===== config.mk =====
export PLATFORM = sky130hd
export DESIGN_NAME = mealy_seq_ctrl
export DESIGN_NICKNAME = d
export VERILOG_FILES = /design/src/rtl/mealy_seq_ctrl.sv
export SDC_FILE = /design/constraint.sdc
export NUM_CORES = 1
export LEC_CHECK = 0
export CORE_MARGIN = 2
export CORE_UTILIZATION = 50
export CTS_BUF_LIST = sky130_fd_sc_hd__clkbuf_2
export CTS_CLUSTER_SIZE = 30
export DETAILED_ROUTE_END_ITERATION = 12
export PLACE_DENSITY = 0.8
export RECOVER_POWER = 50
export SYNTH_ARGS = -nofsm -noshare
export SYNTH_HDL_FRONTEND = slang
export SYNTH_SLANG_ARGS = --single-unit

===== constraint.sdc =====
create_clock -name clk -period 3.7 [get_ports clk]
set_input_delay 0.555 -clock clk [delete_from_list [all_inputs] [get_ports clk]]
set_output_delay 0.555 -clock clk [all_outputs]
set_load 0.01 [all_outputs]

===== src/rtl/mealy_seq_ctrl.sv =====
`default_nettype none
// ============================================================================
// Module      : mealy_seq_ctrl
// Description : Run sequencer for the 5-state Mealy FSM block. Loads a start
//               state, steps the FSM once per latched switch symbol, captures
//               each output bit and the final state, then pulses done.
// Revision    : 1.0 - initial release
// ============================================================================
module mealy_seq_ctrl #(
    parameter int MAX_LEN = 16,
    parameter int LEN_W   = 5,
    parameter int ST_W    = 3
) (
    input  logic                   clk,
    input  logic                   reset,
    input  logic                   start,
    input  logic [LEN_W-1:0]       seq_len,
    input  logic [2*MAX_LEN-1:0]   seq_data,
    input  logic [ST_W-1:0]        init_state,
    input  logic                   pause,
    input  logic [ST_W-1:0]        fsm_state,
    input  logic                   fsm_out,
    output logic                   fsm_reset,
    output logic [ST_W-1:0]        fsm_init,
    output logic [1:0]             fsm_sw,
    output logic                   fsm_ctrl,
    output logic                   busy,
    output logic                   done,
    output logic                   err,
    output logic [MAX_LEN-1:0]     out_bits,
    output logic [ST_W-1:0]        final_state
);

    localparam int               c_idx_w   = (MAX_LEN > 1) ? $clog2(MAX_LEN) : 1;
    localparam logic [LEN_W-1:0] c_max_len = LEN_W'(MAX_LEN);

    // S_REJECT spends one cycle so a rejected run reports done one edge later,
    // matching the timing seen by the front end.
    typedef enum logic [2:0] {
        S_IDLE    = 3'd0,
        S_LOAD    = 3'd1,
        S_SETTLE  = 3'd2,
        S_STEP    = 3'd3,
        S_CAPTURE = 3'd4,
        S_DONE    = 3'd5,
        S_REJECT  = 3'd6
    } state_t;

    state_t                 r_state;
    state_t                 w_state_nxt;
    logic [LEN_W-1:0]       r_len;
    logic [2*MAX_LEN-1:0]   r_data;
    logic [ST_W-1:0]        r_init;
    logic [c_idx_w-1:0]     r_idx;
    logic [MAX_LEN-1:0]     r_out_bits;
    logic [ST_W-1:0]        r_final;
    logic                   r_err;

    logic                   w_bad_len;
    logic                   w_last;
    logic [1:0]             w_sym;

    assign w_bad_len = (seq_len == '0) || (seq_len > c_max_len);
    assign w_last    = (LEN_W'(r_idx) == (r_len - LEN_W'(1)));
    assign w_sym     = r_data[{r_idx, 1'b0} +: 2];

    always_comb begin
        w_state_nxt = r_state;
        fsm_reset   = 1'b0;
        fsm_ctrl    = 1'b0;
        fsm_sw      = 2'b00;
        busy        = 1'b0;
        done        = 1'b0;
        case (r_state)
            S_IDLE: begin
                if (start) begin
                    w_state_nxt = w_bad_len ? S_REJECT : S_LOAD;
                end
            end
            S_REJECT: begin
                w_state_nxt = S_DONE;
            end
            S_LOAD: begin
                busy        = 1'b1;
                fsm_reset   = 1'b1;
                w_state_nxt = S_SETTLE;
            end
            S_SETTLE: begin
                busy        = 1'b1;
                w_state_nxt = S_STEP;
            end
            S_STEP: begin
                busy   = 1'b1;
                fsm_sw = w_sym;
                if (!pause) begin
                    fsm_ctrl    = 1'b1;
                    w_state_nxt = S_CAPTURE;
                end
            end
            S_CAPTURE: begin
                busy        = 1'b1;
                w_state_nxt = w_last ? S_DONE : S_STEP;
            end
            S_DONE: begin
                done        = 1'b1;
                w_state_nxt = S_IDLE;
            end
            default: begin
                w_state_nxt = S_IDLE;
            end
        endcase
    end

    always_ff @(posedge clk or posedge reset) begin
        if (reset) begin
            r_state    <= S_IDLE;
            r_len      <= '0;
            r_data     <= '0;
            r_init     <= '0;
            r_idx      <= '0;
            r_out_bits <= '0;
            r_final    <= '0;
            r_err      <= 1'b0;
        end else begin
            r_state <= w_state_nxt;
            case (r_state)
                S_IDLE: begin
                    if (start) begin
                        r_len      <= seq_len;
                        r_data     <= seq_data;
                        r_init     <= init_state;
                        r_out_bits <= '0;
                        r_final    <= '0;
                        r_err      <= w_bad_len;
                    end
                end
                S_CAPTURE: begin
                    r_out_bits[r_idx] <= fsm_out;
                    r_final           <= fsm_state;
                    if (!w_last) begin
                        r_idx <= r_idx + c_idx_w'(1);
                    end
                end
                S_DONE: begin
                    r_idx <= '0;
                end
                default: begin
                end
            endcase
        end
    end

    assign fsm_init    = r_init;
    assign out_bits    = r_out_bits;
    assign final_state = r_final;
    assign err         = r_err;

endmodule
`default_nettype wire


==> results.sh <==
export IMPL_status="finished clean"
export IMPL_clk_pin_slew_ps=180
export IMPL_finalWirelength_mm=6.70
export IMPL_required_ps=3140
export IMPL_rsz0062_at_grt="no"
export IMPL_min_period_over_period=0.885
export IMPL_synth_seq_cells=67
export IMPL_grt_overflow=0
export IMPL_synth_simple_area_share=0.0757
export IMPL_irDropWorstVdd_mv=0.353
export IMPL_maxSlewHeadroom=0.218
export IMPL_cts_sinks=67
export IMPL_setup_violations=0
export IMPL_antenna_cells=0
export IMPL_synth_top_area_frac=0.523
export IMPL_r2r_start="r_state[1]$_DFFE_PP0P_"
export IMPL_cts_root_buf="clkbuf_2"
export IMPL_grt_pass1_vias=2338
export IMPL_hold_end="r_data[19]$_DFFE_PP0P_"
export IMPL_dieArea_mm2=0.00707
export IMPL_wl_per_cell_um=16.0
export IMPL_power_frac_comb=0.413
export IMPL_hold_class="register to register"
export IMPL_place_area_mm2=0.00399
export IMPL_grt_first_pass_wirelength_mm=11.6
export IMPL_dpl_cell_count=404
export IMPL_cp_start_kind="register"
export IMPL_finalCriticalPeriod_ps=3270
export IMPL_worst_path_max_fanout=15
export IMPL_dieHeight_um=84.1
export IMPL_first_pass_iters=4
export IMPL_clk_latency_ps=490
export IMPL_antenna_found_initial=0
export IMPL_worst_path_stages=4
export IMPL_register_area_mm2=0.00168
export IMPL_slowest_delay_ps=830
export IMPL_drive_above_1_share=0.190
export IMPL_cp_buffers_inverters=1
export IMPL_post_place_ws_ps=951
export IMPL_hold_violations=0
export IMPL_p_sw_frac=0.351
export IMPL_dp_hpwl_mm=4.77
export IMPL_netlist_area_mm2=0.00321
export IMPL_floorplan_rows=29
export IMPL_power_leakage_nw=1.77
export IMPL_syn_inst=265
export IMPL_cts_max_level=3
export IMPL_grt_usage=0.209
export IMPL_yosysSeqAreaShare=0.523
export IMPL_synthTopCellsByArea="dfrtp_1, mux2_2, o21ai_0"
export IMPL_postRouteAntennaNets=0
export IMPL_slew_viol_final=0
export IMPL_met2_usage=0.320
export IMPL_synth_most_common_cell="dfrtp_1"
export IMPL_ys_types=41
export IMPL_arrival_ps=2720
export IMPL_cts_tree="yes"
export IMPL_via_count=2304
export IMPL_synth_fp_nets=318
export IMPL_pin_count=77
export IMPL_synth_edf_count=0
export IMPL_timing_worst_slew_pin_value_ps=1170
export IMPL_path_cells="mux4_2 -> a22oi_1 -> a21oi_1 -> clkdlybuf4s50_1"
export IMPL_p_seq_frac=0.461
export IMPL_dieWidth_um=84.1
export IMPL_power_mw=2.70
export IMPL_grt_busiest_layer="met2"
export IMPL_ys_async_sr_fraction=1.00
export IMPL_cts_made_buffers=9
export IMPL_drc=0
export IMPL_nFillCells=503
export IMPL_max_freq_ghz=0.306
export IMPL_hold_depth=1
export IMPL_setup_tns_ps=0
export IMPL_final_cells=420
export IMPL_final_util=0.648
export IMPL_fin_ws_ps=427
export IMPL_skew_ps=20.0
export IMPL_synth_compound_area_frac=0.118
export IMPL_ff2ff_path_depth=5
export IMPL_clk_path_buf_depth=2
export IMPL_gp_congestion=0.819
export IMPL_syn2layout_area_growth_pct=26.9
export IMPL_multiInputGateArea_mm2=0.00141
export IMPL_critPathTopFamily="flip-flops"
export IMPL_internal_power_mw=1.75
export IMPL_vias_per_cell=5.49
export IMPL_synth_fa_ha_area_frac=0.0195
export IMPL_power_density_mw_per_mm2=665
export IMPL_endpoint_kind="output port"
export IMPL_synth_top_area_cell="dfrtp_1"
export IMPL_slowest_stage="dfrtp_1"
export IMPL_final_area_mm2=0.00407
export IMPL_synthTopCellsByCount="dfrtp_1, o21ai_0, mux2_2"
export IMPL_port_buffers=76
export IMPL_grt_use_met3=0.0356
export IMPL_grtUsageMet1=0.292
export IMPL_power_frac_clock=0.126
export IMPL_nets=391
export IMPL_drt_iter0_drc=131
export IMPL_initial_core_util=0.511
export IMPL_syn_area_per_cell_um2=12.1
export IMPL_whs_ps=510
export IMPL_worstSetupPathType="register to output port"
export IMPL_cts_hold_fix_buffers=0
export IMPL_p_sw_mw=0.950
export IMPL_synth_mux_area_frac=0.199
export IMPL_core_mm2=0.00628
export IMPL_ys_warn_count=0
export IMPL_cts_resized=0
export IMPL_yosys_most_used_dff="dfrtp_1"
export IMPL_drv_cap=0
export IMPL_cts_setup_buffers=0
export IMPL_rr_endpoint="out_bits[7]$_DFFE_PP0P_"
export IMPL_synth_xor_xnor_area_share=0.0269
export IMPL_reg2reg_setup_slack_ps=1410
export IMPL_grt_max_degree=49
export IMPL_min_from="r_data[19]$_DFFE_PP0P_"
export IMPL_synth_top_family_by_area="multiplexers"
==> state kept, by name, indices dropped and copies added (netlist names) <==
name and count:
r_idx 4, r_len 5, err 1, final_state 3, fsm_init 3, r_state 3
r_data 32, out_bits 16
==> cell families (layout without fill, tap and decap cells) <==
| group | after synthesis | in the layout |
|---|---|---|
| buffers and inverters | 26 | 104 |
| flip-flops | 67 | 67 |
| XOR/XNOR | 9 | 9 |
| AO/OA/AOI/OAI | 68 | 68 |
| multiplexers | 49 | 49 |
| AND/OR/NAND/NOR | 41 | 41 |
| adder cells (fa/ha/maj) | 5 | 5 |
==> power groups by stage <==
stage | Sequential [mW] | Combinational (mW) | Clock [mW]
2_1_floorplan | 1.17 | 0.864 | 0
3_3_place_gp | 1.27 | 1.10 | 0
3_5_place_dp | 1.27 | 1.14 | 0
4_1_cts | 1.25 | 1.14 | 0.351
5_1_grt | 1.29 | 1.22 | 0.377
6_report | 1.25 | 1.12 | 0.342
==> per-layer routing <==
metal / vias to the layer above / part of all wire
li1: 1100 / -
met1: 1118 / 0.45
met2: 75 / 0.48
met3: 11 / 0.052
met4: 0 / 0.020
met5: - / 0
==> placed cells by master (no fill, tap or decap), types with 5 or more instances in the layout <==
| cell type | n |
|---|---|
| a21oi_1 | 19 |
| clkbuf_2 | 13 |
| clkdlybuf4s50_1 | 61 |
| dfrtp_1 | 67 |
| dlygate4sd3_1 | 15 |
| ha_1 | 5 |
| inv_1 | 11 |
| mux2_2 | 34 |
| mux4_2 | 8 |
| nand2_1 | 12 |
| nand3_1 | 6 |
| o21ai_0 | 37 |
==> worst register-to-register path, cell delays in order, from the launching register on <==
cell and delay, ps:
dfrtp_1 510, nor2_2 200, and3_2 890, nor2_4 200
o21ai_0 230, o21ai_0 130
==> area by class of cell <==
cell class,count,share of cell area
Timing Repair Buffer,77,0.188
Multi-Input combinational cell,172,0.347
Sequential cell,67,0.412
Tap cell,77,0.0237
Clock inverter,4,0.00431
Clock buffer,12,0.0148
Inverter,11,0.0102
==> worst max path at each step <==
| stage | end | start |
|---|---|---|
| after detailed placement | fsm_sw[1] | r_idx[0]$_DFFE_PP0P_ |
| after global placement | fsm_sw[1] | r_idx[0]$_DFFE_PP0P_ |
| final | fsm_sw[1] | r_idx[0]$_DFFE_PP0P_ |
| after global routing | fsm_sw[1] | r_idx[0]$_DFFE_PP0P_ |
| after floorplan | err$_DFFE_PP0P_ | reset |
| after CTS | fsm_sw[1] | r_idx[0]$_DFFE_PP0P_ |
Power figures use the tool's default switching activity.
